===== src/rtl/ifetch_prefetch_buffer.sv =====
// Sequential instruction prefetcher: one outstanding TCM word read feeding a DEPTH-entry FIFO to the core.
// Head is registered (visible the cycle after i_resp); issue stalls when FIFO plus in-flight read would exceed DEPTH.
module ifetch_prefetch_buffer #(
  parameter int               XLEN        = 32,
  parameter int               BUS_WIDTH   = 32,
  parameter int               BUS_ACC_CNT = 4,
  parameter int               DEPTH       = 4,
  parameter logic [XLEN-1:0]  RESET_PC    = '0,
  parameter int               ACC_WORD    = 2
) (
  input  logic                           clk,
  input  logic                           rst,
  input  logic                           redirect,
  input  logic [XLEN-1:0]                redirect_pc,
  output logic                           instr_valid,
  input  logic                           instr_ready,
  output logic [31:0]                    instr_data,
  output logic [XLEN-1:0]                instr_pc,
  output logic                           instr_fault,
  output logic [XLEN-1:0]                i_addr,
  output logic                           i_w_rb,
  output logic [$clog2(BUS_ACC_CNT)-1:0] i_acc,
  output logic [BUS_WIDTH-1:0]           i_wdata,
  output logic                           i_req,
  input  logic [BUS_WIDTH-1:0]           i_rdata,
  input  logic                           i_resp,
  input  logic                           i_fault
);

  localparam int PW = $clog2(DEPTH);
  localparam int CW = PW + 1;
  localparam int AW = $clog2(BUS_ACC_CNT);

  typedef enum logic [1:0] {FETCH, HALT, DRAIN} state_t;

  typedef struct packed {
    logic [31:0]     data;
    logic [XLEN-1:0] pc;
    logic            fault;
  } entry_t;

  state_t          state_q, state_d;
  logic            req_q;
  logic [XLEN-1:0] addr_q;
  logic [XLEN-1:0] fetch_pc_q;

  entry_t          mem [DEPTH];
  logic [PW-1:0]   wr_ptr, rd_ptr;
  logic [CW-1:0]   count;

  logic            push, pop, issue;
  logic [CW-1:0]   count_after;
  logic [XLEN-1:0] issue_pc;

  // state register
  always_ff @(posedge clk or posedge rst) begin
    if (rst) state_q <= FETCH;
    else     state_q <= state_d;
  end

  // next state; redirect outranks everything
  always_comb begin
    state_d = state_q;
    if (redirect) begin
      state_d = (req_q && !i_resp) ? DRAIN : FETCH;
    end else begin
      unique case (state_q)
        FETCH:   if (req_q && i_resp && i_fault) state_d = HALT;
        DRAIN:   if (i_resp) state_d = FETCH;
        HALT:    state_d = HALT;
        default: state_d = FETCH;
      endcase
    end
  end

  // control outputs of the FSM
  always_comb begin
    pop         = instr_valid && instr_ready && !redirect;
    push        = req_q && i_resp && !redirect && (state_q == FETCH);
    count_after = redirect ? '0 : (count + CW'(push) - CW'(pop));
    issue_pc    = redirect ? (redirect_pc & ~XLEN'(3)) : fetch_pc_q;
    // a new read may start on the edge that ends the response cycle
    issue       = (state_d == FETCH) && (!req_q || i_resp) && (count_after < CW'(DEPTH));
  end

  always_ff @(posedge clk or posedge rst) begin
    if (rst) begin
      req_q      <= 1'b0;
      addr_q     <= RESET_PC;
      fetch_pc_q <= RESET_PC;
    end else begin
      req_q <= (req_q && !i_resp) || issue;
      if (issue) begin
        addr_q     <= issue_pc;
        fetch_pc_q <= issue_pc + XLEN'(4);
      end else begin
        fetch_pc_q <= issue_pc;
      end
    end
  end

  always_ff @(posedge clk or posedge rst) begin
    if (rst) begin
      wr_ptr <= '0;
      rd_ptr <= '0;
      count  <= '0;
      for (int i = 0; i < DEPTH; i++) mem[i] <= '0;
    end else begin
      count <= count_after;
      if (redirect) begin
        wr_ptr <= '0;
        rd_ptr <= '0;
      end else begin
        if (push) begin
          mem[wr_ptr] <= '{data: i_rdata[31:0], pc: addr_q, fault: i_fault};
          wr_ptr      <= wr_ptr + PW'(1);
        end
        if (pop) rd_ptr <= rd_ptr + PW'(1);
      end
    end
  end

  assign instr_valid = (count != '0);
  assign instr_data  = mem[rd_ptr].data;
  assign instr_pc    = mem[rd_ptr].pc;
  assign instr_fault = mem[rd_ptr].fault;

  assign i_req   = req_q;
  assign i_addr  = addr_q;
  assign i_w_rb  = 1'b0;
  assign i_acc   = AW'(ACC_WORD);
  assign i_wdata = '0;

endmodule


===== config.mk =====
export PLATFORM = sky130hd
export DESIGN_NAME = ifetch_prefetch_buffer
export DESIGN_NICKNAME = d
export VERILOG_FILES = /design/src/rtl/ifetch_prefetch_buffer.sv
export SDC_FILE = /design/constraint.sdc
export NUM_CORES = 1
export LEC_CHECK = 0
export ABC_AREA = 0
export CAP_MARGIN = 0
export CORE_ASPECT_RATIO = 1.75
export CORE_MARGIN = 8
export CORE_UTILIZATION = 50
export CTS_CLUSTER_SIZE = 24
export DETAILED_ROUTE_END_ITERATION = 16
export PLACE_DENSITY = 0.77
export SYNTH_ARGS = -nofsm -noshare
export SYNTH_HDL_FRONTEND = slang
export SYNTH_SLANG_ARGS = --single-unit

===== constraint.sdc =====
create_clock -name clk -period 18.83 [get_ports clk]
set_clock_uncertainty 0.05 [all_clocks]
set_input_delay 5.649 -clock clk [delete_from_list [all_inputs] [get_ports clk]]
set_output_delay 5.649 -clock clk [all_outputs]
set_load 0.01 [all_outputs]

==> out/summary.txt, run 1 <==
Synth cell types = 52
Longest Clk Path Bufs = 3
Avg WL per Cell = 20.9 um
die height = 247 um
Area Growth Syn to Fin = 18.9%
CTS Sinks = 334
Top FF cell, synth = dfrtp_1
first-pass GRT wire length = 54100 um
Crit path largest cell delay = 560 ps
Worst Hold Class = flip-flop to flip-flop
routed vias = 8962
power density over cell area = 150 nW/um2
Worst path slowest cell = clkdlybuf4s50_1
met1 global-route usage = 0.214
Worst VDD drop = 0.106 mV
Final Setup Violations = 0
dominant cell type by area after synthesis = dfrtp_1
die width = 148 um
actual slew at the worst max-slew pin = 1100 ps
grt met3 use = 0.0308
row cnt = 84
top cells by area, synth = dfrtp_1, mux2_2, mux4_2
met2 Use GR = 0.344
register bit total from synthesis = 334
largest net degree at the start of global routing = 115
number of global-route vias before repair = 9692
CTS Buf Count = 31
CTS resizes = 0
Detail Placement HPWL = 22100 um
ys async rst share = 1.00
Cell Area, Synth = 15200 um2
leak pwr = 8.13 nW
fmax = 111 MHz
CTS Hold Bufs = 0
drt first-iter violations = 300
core footprint = 30100 um2
Tmin final = 9020 ps
share of post-route cells with drive strength above 1 = 0.333
count of final hold-check violations = 0
Clk Latency, worst-skew pair = 570 ps
final period utilization = 0.479
commonest cells in the synthesized netlist = dfrtp_1, mux2_2, mux4_2, nand2_1, buf_4
clock-pin slew on the worst setup and hold paths = 60 ps
RSZ-0062 raised after global routing = false
Worst setup SP type = input pin
Seq/Total Area, Yosys = 0.549
Sum Neg Setup Slack = 0 ps
Layout Nets = 1276
Post-synth EDFFs = 0
DRC viols = 0
internal reg-to-reg setup slack = 14960 ps
final wirelength = 33700 um
worst path cell trace = clkdlybuf4s50_1, nand2_1, nor4_2, buf_4, inv_1, ha_1, inv_1, ha_1, fa_1, xor3_1, a2bb2oi_1, nand4_2, nor2b_1, nand3_1, xor2_1
final antenna-violating net count = 0
CTS HTree Levels = 1
TritonCTS clock tree = done
fillers = 2354
total track usage = 0.186
Power Total = 2.72 mW
outcome = completed
top-count cell post-synth = dfrtp_1
vias per cell = 5.57
Worst slew margin = 0.263
Max Cap Viol = 0
Die Area = 36500 um2
average size of a mapped cell = 14.5 um2
CP Data Required Time = 19220 ps
Synth top area share = 0.549
Root Driver = clkbuf_16
1st-pass router iterations = 4
Worst Setup Path Type = input pin to flip-flop
Port Buffer Count = 166
num ports = 204
Hold Path Depth = 1
gr busiest metal = met2
HP Start = mem[98]
placer congestion estimate = 0.815
worst reg2reg path depth = 13
Arr. time, crit path = 9410 ps
initial antenna violation count = 1
R2R Path Start = count[2]
CP Max Fanout = 8
Final Max Slew Viols = 0
Mapped Cells = 1051
Starting Density = 0.507
worst r2r dst = fetch_pc_q[21]
Worst setup EP type = flip-flop
YS warnings = 0
WHS Endpoint = mem[98]
GRT overflow = 0
setup bufs post-CTS = 0
==> where the power goes <==
part           leakage, nW  internal [mW]  switching, mW
sequential            4.31          0.972          0.180
clock                0.491          0.353          0.268
combinational         3.33          0.580          0.369
==> state kept, by name (all words and copies together) (netlist names) <==
| signal | cells |
|---|---|
| i_addr | 32 |
| i_req | 1 |
| rd_ptr | 2 |
| mem | 260 |
| wr_ptr | 2 |
| fetch_pc_q | 32 |
| count | 3 |
| state_q | 2 |
==> through the flow <==
stage	instance area (um2)	utilization	std cells	hold WS, ps	setup WS [ps]
after floorplan	15400	-	1084	419	3880
after CTS	18100	0.602	1608	451	9810
after global placement	17100	0.569	1552	431	9240
final	18100	0.602	1609	447	9810
after detailed placement	17100	0.569	1552	437	9200
after global routing	18100	0.602	1609	460	9600
==> logic make-up (layout without fill, tap and decap cells) <==
kind of cell | count (synthesis) | count (layout) | share of synthesized area
adder cells (fa/ha/maj) | 8 | 8 | 0.00706
XOR/XNOR | 38 | 38 | 0.0228
multiplexers | 357 | 357 | 0.310
AND/OR/NAND/NOR | 154 | 154 | 0.0532
other | 2 | 36 | 0.000493
AO/OA/AOI/OAI | 53 | 53 | 0.0205
flip-flops | 334 | 334 | 0.549
buffers and inverters | 105 | 242 | 0.0374
==> metal layers <==
metal	vias up	wire, um
li1	4020	-
met2	184	18200
met1	4702	13100
met5	-	0
met4	0	848
met3	56	1540
==> layout by cell type (no fill, tap or decap), types with 3 or more instances in the layout <==
cell             instances
a31oi_1                  4
xor2_1                  21
a21oi_1                  7
nor4_2                   3
nand3_1                 10
nand2_4                  4
nor4_1                   4
nand4_1                  8
nor2b_1                  9
mux2i_1                 28
mux2_2                 264
clkinvlp_4               4
nand2_1                 60
ha_1                     7
nand2b_1                 6
clkinv_2                 7
nand4b_1                 3
mux4_2                  65
buf_4                   11
nor2_1                  20
nor3_1                   7
conb_1                  35
dfrtp_1                332
clkbuf_8                 6
inv_1                    9
clkbuf_16               31
xnor2_1                 16
clkdlybuf4s50_1        165
o21ai_0                 29
clkbuf_1                 5
nand3b_1                 3
==> layout make-up <==
class                      count  area [um2]  area share
sequential                   334        8370       0.462
multi-input combinational    645        6460       0.357
timing repair buffer         176        1730      0.0958
clock buffer                  42         877      0.0485
tap                          387         484      0.0267
clock inverter                14         134     0.00740
inverter                      10        45.0     0.00249
antenna                        1        2.50    0.000138
==> how the worst max path moves through the flow <==
stage                start              to  cells past startpoint
CTS                 i_resp  fetch_pc_q[21]                     15
global route        i_resp  fetch_pc_q[21]                     15
floorplan              rst        count[0]                      1
detailed placement  i_resp  fetch_pc_q[21]                     15
global placement    i_resp  fetch_pc_q[21]                     15
finish              i_resp  fetch_pc_q[21]                     15
==> critical path: cells and delay by family <==
family	cells	cell delay (ps)
adders and majority gates	3	800
AOI/OAI and AO/OA	1	350
xor gates and xnor gates	2	560
and+or+nand+nor	5	1140
buffers and inverters	4	900
(Power assumes the default switching activity.)
==> run 2: changes to the inputs <==
- clock period: 18.83 -> 8.9 ns (I/O delays scaled with it)
==> out/summary.txt, run 2 (synthesis results as in run 1) <==
outcome = completed
GRT overflow = 0
core footprint = 30100 um2
final antenna-violating net count = 0
Die Area = 36500 um2
leak pwr = 8.13 nW
die width = 148 um
fmax = 163 MHz
actual slew at the worst max-slew pin = 1120 ps
final period utilization = 0.690
number of global-route vias before repair = 10100
initial antenna violation count = 2
DRC viols = 0
Detail Placement HPWL = 21600 um
Layout Nets = 1274
Final Max Slew Viols = 0
max layer used = met5
1st-pass router iterations = 4
Sum Neg Setup Slack = 0 ps
R2R Path Start = state_q[1]
die height = 247 um
Crit path largest cell delay = 590 ps
met3 wire len = 1660 um
CP Max Fanout = 8
Post-DP Area = 17100 um2
Max Cap Viol = 0
power density over cell area = 319 nW/um2
CTS HTree Levels = 1
row cnt = 84
CTS Hold Bufs = 0
Tmin final = 6140 ps
CP Data Required Time = 9280 ps
most flop-heavy register = mem
most frequent cells in the layout = dfrtp_1, mux2_2, clkdlybuf4s50_1
share of post-route cells with drive strength above 1 = 0.329
Root Driver = clkbuf_16
CTS Sinks = 334
design area = 18100 um2
num ports = 204
fin cells = 1605
routed vias = 8973
placer congestion estimate = 0.805
metal1 wirelength = 13000 um
final wirelength = 33400 um
first-pass GRT wire length = 54600 um
Setup crit start = i_resp
pre-CTS WS = 2170 ps
total track usage = 0.186
setup bufs post-CTS = 0
commonest non-fill, non-tap cell in the layout = dfrtp_1
Final Setup Violations = 0
drt first-iter violations = 404
delay-heaviest family, CP = simple AND/OR/NAND/NOR gates
Power Total = 5.77 mW
Longest Clk Path Bufs = 3
Starting Density = 0.507
Worst Setup Path Type = input pin to flip-flop
Worst path slowest cell = clkdlybuf4s50_1
Port Buffer Count = 166
met2 wire len = 17900 um
max FFs per register = 260
count of final hold-check violations = 0
Placed Cells = 1551
Worst VDD drop = 0.211 mV
Area Growth Syn to Fin = 18.9%
TritonCTS clock tree = done
CTS resizes = 0
Buf/Inv on CP = 4
vias per cell = 5.59
worst path cell trace = clkdlybuf4s50_1, nand2_1, nor4_2, buf_4, inv_1, ha_1, inv_1, ha_1, fa_1, xor3_1, a2bb2oi_1, nand4_2, nor2b_1, nand3_1, xor2_1
Clk Latency, worst-skew pair = 560 ps
Worst Hold Class = flip-flop to flip-flop
Arr. time, crit path = 6520 ps
Worst setup EP type = flip-flop
Avg WL per Cell = 20.8 um
clock-pin slew on the worst setup and hold paths = 60 ps
largest net degree at the start of global routing = 185
CTS Buf Count = 30
Hold WS = 448 ps
Worst setup SP type = input pin
HP Start = mem[23]
RSZ-0062 raised after global routing = false
final worst setup slack = 2760 ps
Worst slew margin = 0.255
Finished Core Util = 0.602
-- run 2: changes by cell type in the layout (fill, tap and decap cells not counted), moves of 2 or more --
cell | before | now
buf_12 | 0 | 2
buf_4 | 11 | 8
clkbuf_1 | 5 | 7
clkinv_2 | 7 | 5
clkinvlp_4 | 4 | 1
-- run 2: power by group --
group          total [mW]  internal [mW]  switching (mW)
combinational        1.98           1.23           0.752
clock                1.32          0.765           0.558
sequential           2.47           2.06           0.413
-- run 2: worst paths after layout --
kind,endpoint,slack (ps),cells past startpoint
worst max-delay path,fetch_pc_q[21],2760,15
worst max register to register,fetch_pc_q[21],5000,13
worst min register to register,mem[23],450,1
min in group asynchronous,mem[123],2650,3
worst min-delay path,mem[23],450,1
max in group asynchronous,mem[39],5230,3
-- run 2: worst register-to-register path: cells and delay by family, from the launching register on --
family,cells,cell delay [ps]
AOI/OAI and AO/OA,1,360
xor gates and xnor gates,2,570
adders and majority gates,3,800
buffers and inverters,3,360
DFF,1,440
and+or+nand+nor,4,1170
-- run 2: routing by layer --
metal | global-route usage | up-vias
met5 | 0 | -
met1 | 0.214 | 4689
met4 | 0.0636 | 2
met3 | 0.0326 | 51
met2 | 0.343 | 213
li1 | - | 4018
-- run 2: layout make-up --
type	count	area, um2
antenna	1	2.50
clock buffer	43	871
multi-input combinational	645	6460
timing repair buffer	175	1750
tap	387	484
clock inverter	10	133
fill	2375	12000
sequential	334	8370
inverter	10	41.3
